===== src/rtl/mem_port_arbiter.sv =====
// Two-port arbiter for a single-port Memory with a registered read and a negedge write.
// Define MEM_ARB_FIXED_PRIO_EN to give port B fixed priority instead of round-robin.

module mem_port_arbiter #(
   parameter int ADDR_W    = 32,
   parameter int DATA_W    = 32,
   parameter int MEM_DEPTH = 128
) (
   input  logic              clk,
   input  logic              rst,
   // Handshake: a requester holds req (and its addr/data) until its ack. The request is
   // captured on the edge that grants it; ack is a 1-cycle pulse with rdata/err valid only then.
   input  logic              a_req,
   input  logic [ADDR_W-1:0] a_addr,
   output logic              a_ack,
   output logic [DATA_W-1:0] a_rdata,
   input  logic              b_req,
   input  logic              b_we,
   input  logic [ADDR_W-1:0] b_addr,
   input  logic [DATA_W-1:0] b_wdata,
   output logic              b_ack,
   output logic [DATA_W-1:0] b_rdata,
   output logic              b_err,
   output logic              busy,
   output logic              mem_write,
   output logic [ADDR_W-1:0] m_addr,
   output logic [DATA_W-1:0] m_w_data,
   input  logic [DATA_W-1:0] m_r_data
);

   typedef enum logic [1:0] {
      IDLE    = 2'd0,
      ISSUE   = 2'd1,
      CAPTURE = 2'd2,
      RESP    = 2'd3
   } state_t;

   state_t            state_q;
   logic              grant_b_q;
   logic              we_q;
   logic              a_ack_q;
   logic              b_ack_q;
   logic              b_err_q;
   logic              mem_write_q;
   logic [ADDR_W-1:0] m_addr_q;
   logic [DATA_W-1:0] m_w_data_q;
   logic [DATA_W-1:0] hold_q;

   logic              any_req;
   logic              pick_b;
   logic              pick_we;
   logic [ADDR_W-1:0] pick_addr;
   logic              b_out_of_range;

`ifdef MEM_ARB_FIXED_PRIO_EN
   assign pick_b = b_req;
`else
   logic last_grant_b_q;
   // Round-robin: on a tie the port that was not granted last time wins.
   assign pick_b = b_req & (~a_req | ~last_grant_b_q);
`endif

   assign any_req        = a_req | b_req;
   assign pick_we        = pick_b & b_we;
   assign pick_addr      = pick_b ? b_addr : a_addr;
   assign b_out_of_range = (b_addr >= ADDR_W'(MEM_DEPTH));

   always_ff @(posedge clk or negedge rst) begin
      if (!rst) begin
         state_q     <= IDLE;
         grant_b_q   <= 1'b0;
         we_q        <= 1'b0;
         a_ack_q     <= 1'b0;
         b_ack_q     <= 1'b0;
         b_err_q     <= 1'b0;
         mem_write_q <= 1'b0;
         m_addr_q    <= '0;
         m_w_data_q  <= '0;
         hold_q      <= '0;
`ifndef MEM_ARB_FIXED_PRIO_EN
         last_grant_b_q <= 1'b1;
`endif
      end else begin
         a_ack_q <= 1'b0;
         b_ack_q <= 1'b0;
         b_err_q <= 1'b0;
         case (state_q)
            IDLE: begin
               if (any_req) begin
                  grant_b_q <= pick_b;
                  we_q      <= pick_we;
                  hold_q    <= '0;
`ifndef MEM_ARB_FIXED_PRIO_EN
                  last_grant_b_q <= pick_b;
`endif
                  if (pick_b && b_out_of_range) begin
                     // Error path never touches the Memory bus.
                     state_q <= RESP;
                     b_ack_q <= 1'b1;
                     b_err_q <= 1'b1;
                  end else begin
                     state_q     <= ISSUE;
                     m_addr_q    <= pick_addr;
                     mem_write_q <= pick_we;
                     m_w_data_q  <= pick_we ? b_wdata : '0;
                  end
               end
            end
            ISSUE: begin
               m_addr_q    <= '0;
               mem_write_q <= 1'b0;
               m_w_data_q  <= '0;
               if (we_q) begin
                  state_q <= RESP;
                  a_ack_q <= ~grant_b_q;
                  b_ack_q <= grant_b_q;
               end else begin
                  state_q <= CAPTURE;
               end
            end
            CAPTURE: begin
               hold_q  <= m_r_data;
               state_q <= RESP;
               a_ack_q <= ~grant_b_q;
               b_ack_q <= grant_b_q;
            end
            RESP: begin
               state_q <= IDLE;
            end
            default: begin
               state_q <= IDLE;
            end
         endcase
      end
   end

   assign a_ack     = a_ack_q;
   assign b_ack     = b_ack_q;
   assign b_err     = b_err_q;
   assign a_rdata   = a_ack_q ? hold_q : '0;
   assign b_rdata   = b_ack_q ? hold_q : '0;
   assign busy      = (state_q != IDLE);
   assign mem_write = mem_write_q;
   assign m_addr    = m_addr_q;
   assign m_w_data  = m_w_data_q;

endmodule


===== config.mk =====
export PLATFORM = sky130hd
export DESIGN_NAME = mem_port_arbiter
export DESIGN_NICKNAME = d
export VERILOG_FILES = /design/src/rtl/mem_port_arbiter.sv
export SDC_FILE = /design/constraint.sdc
export NUM_CORES = 1
export LEC_CHECK = 0
export CAP_MARGIN = 15
export CORE_ASPECT_RATIO = 0.8
export CORE_MARGIN = 4
export CORE_UTILIZATION = 42
export CTS_CLUSTER_SIZE = 12
export DETAILED_ROUTE_END_ITERATION = 16
export PLACE_DENSITY_LB_ADDON = 0.3
export SLEW_MARGIN = 10
export SYNTH_ARGS = -nofsm -noshare
export SYNTH_HDL_FRONTEND = slang
export SYNTH_SLANG_ARGS = --single-unit

===== constraint.sdc =====
create_clock -name clk -period 3.9 [get_ports clk]
set_clock_uncertainty 0.05 [all_clocks]
set_input_delay 0.585 -clock clk [delete_from_list [all_inputs] [get_ports clk]]
set_output_delay 0.585 -clock clk [all_outputs]
set_load 0.05 [all_outputs]

==> metrics.txt <==
layout cells sized above 1=8.790%; Clock Path Buffers=2; antenna-violating nets left=0; Slew @ Worst Pin=1.058 ns; clock insertion delay at the later pin of the skew report=0.33 ns; Final Cell Area=7905 µm²; Num CTS Buffers=9; pre-CTS setup slack=0.7608 ns; die area=13,420 µm²; Worst Setup End Kind=primary output; GRT Overall Usage=22.75%; Die X-Extent=128.5 µm; post-CTS setup buffers=0; Top Metal Used=met4; largest family of logic cells by synthesized area=compound AO/OA/AOI/OAI gates; initial antenna violation count=0; Pins Over Slew Limit=0; crit path time final=2.919 ns; routed wl met2=7644 µm; H-tree depth=3; Iter 0 DRT Violations=242; PD cells=705.4 nW/µm²; setup slack, reg-to-reg=1.07 ns; Compound-Gate Fraction of Synth Area=17.07%; commonest non-fill, non-tap cell in the layout=clkdlybuf4s50_1; Worst Path Buf+Inv=1; dpl cell area=7617 µm²; Crit Path Max Fanout=33; RSZ-0062 raised after global routing=false; Slew HR=29.32%; warning count from the yosys run=0; Crit path required time=3.26 ns; Fmax=0.3426 GHz; final WL=15,380 µm; detailed-route DRC error count=0; hold crit path type=input pin to async pin; final worst path period share=74.84%; aggregate global routing overflow=0; Final HPWL DP=11,620 µm; Initial Util=43.97%; fillcell total=789; NumNets Final=826; Synth Area in Adders=1.025%; Final Hold Fails=0; status=finished, final reports clean; Area Overhead vs Synth=61.92%; Synth area leader=dfrtp_1; Pre-antenna DRT Iters=5; I/O pin count=266; most frequent cells in the layout=clkdlybuf4s50_1, dfrtp_1, and2_1, nand2_1, a22o_1; CP Launch Type=register; wl on met1=6177 µm; Post-Syn Area=4882 µm²; Setup WS post-layout=0.9813 ns; CP arrival=2.28 ns; setup_tns=0 ns; XOR/XNOR Fraction of Synth Area=0%; Post-CTS Hold Fix Bufs=0; Max rail drop VDD=0.5930 mV; Ant. Diodes=0; WS Path Type=register to primary output; register bit total from synthesis=105; gpl congestion=0.9413; max cap viols=0; CORE AREA=11,100 µm²; Syn Nets=578; die extent in y=104.4 µm; vias in the first global route=4,468; Root Buffer=clkbuf_16; mux contribution to synthesized area=8.688%; Top delay family on crit path=flip-flops; LEAKAGE=3.481 nW; Final Util=71.20%; Setup-failing EPs final=0; CTS Sinks=105; Synth Area per Inst=11.07 µm²; TritonCTS clock tree=built; slowest CP cell=dfrtp_1; simple-gate share of the synthesized area=15.53%; Post-synth EDFFs=0; Synth area leaders=dfrtp_1, a22o_1, and2_1; Async SR Flop Fraction=100.0%; Clk pin slew, worst setup/hold paths=0.07 ns; cell count after synthesis=441; crit-path cells=and2_1 > clkdlybuf4s50_1; FP Rows=34; global-route wire length before repair=24,490 µm; Synth Flop Type=dfrtp_1; post-CTS sizing=0; number of port buffers=265; Wirelength per Cell=18.35 µm; via count=4,361; largest net degree at the start of global routing=84; CP peak stage delay=0.88 ns; Yosys cell types=29; total power=5.576 mW; post-synthesis sequential area ratio=53.84%; top cell type's share of synthesized area=53.31%; mean number of vias per cell=5.204; WL met3=1338 µm
## state kept, by name, summed over array words and instances (netlist names)
signal and count:
b_err 1, m_w_data 32, hold_q 32, mem_write 1
we_q 1, m_addr 32, b_ack 1, last_grant_b_q 1
grant_b_q 1, a_ack 1, state_q 2
## cell usage after synthesis, drive strengths merged, types with 2 or more instances
library cell	number
dfrtp	104
and2	67
nand2	67
a22o	65
a21oi	34
mux2	32
buf	18
clkbuf	17
o21ai	7
nor4	5
ha	4
inv	4
nor2	3
a21o	2
nor3	2
## worst paths after layout
path / to / start / depth (start not counted)
min: m_w_data[27]$_DFFE_PN0P_ / rst / 1
min in group clk: a_ack$_DFF_PN0_ / grant_b_q$_DFFE_PN0P_ / 1
min reg2reg: a_ack$_DFF_PN0_ / grant_b_q$_DFFE_PN0P_ / 1
max in group asynchronous: m_w_data[6]$_DFFE_PN0P_ / rst / 2
max reg2reg: m_addr[30]$_DFFE_PN0P_ / state_q[0]$_DFFE_PN0P_ / 7
max: b_rdata[16] / b_ack$_DFF_PN0_ / 2
## metrics by stage
stage	hold WS (ns)	instances
floorplan	0.2394	441
detailed placement	0.4049	822
global placement	0.4046	822
global route	0.4539	838
CTS	0.4121	838
finish	0.3625	838
## area by class of cell
| class | count | area [µm²] | area share (%) |
|---|---|---|---|
| repair buffers | 272 | 2715 | 34.35 |
| inverters | 4 | 15.01 | 0.1899 |
| clock inverters | 6 | 48.80 | 0.6173 |
| flip-flops and latches | 105 | 2629 | 33.25 |
| well taps | 144 | 180.2 | 2.279 |
| clock buffers | 10 | 239.0 | 3.023 |
| multi-input cells | 297 | 2078 | 26.29 |
## report_power, final
group | switching, mW | internal [mW] | leakage, nW
clock | 0.415 | 0.459 | 0.137
combinational | 1.78 | 1.23 | 1.96
sequential | 0.271 | 1.42 | 1.38
total | 2.47 | 3.11 | 3.48
## cells by family after synthesis
| logic type | Yosys count |
|---|---|
| compound gates | 112 |
| buf+inv | 39 |
| mux | 32 |
| fa+ha+maj | 4 |
| flops | 105 |
| simple gates | 149 |
## per-layer routing
layer / vias to the layer above / GRT usage [%]
li1: 2034 / -
met1: 2073 / 29.51
met2: 235 / 38.40
met3: 19 / 5.493
met4: 0 / 5.397
met5: - / 0
Note: power is estimated with default switching activity, not from simulation.
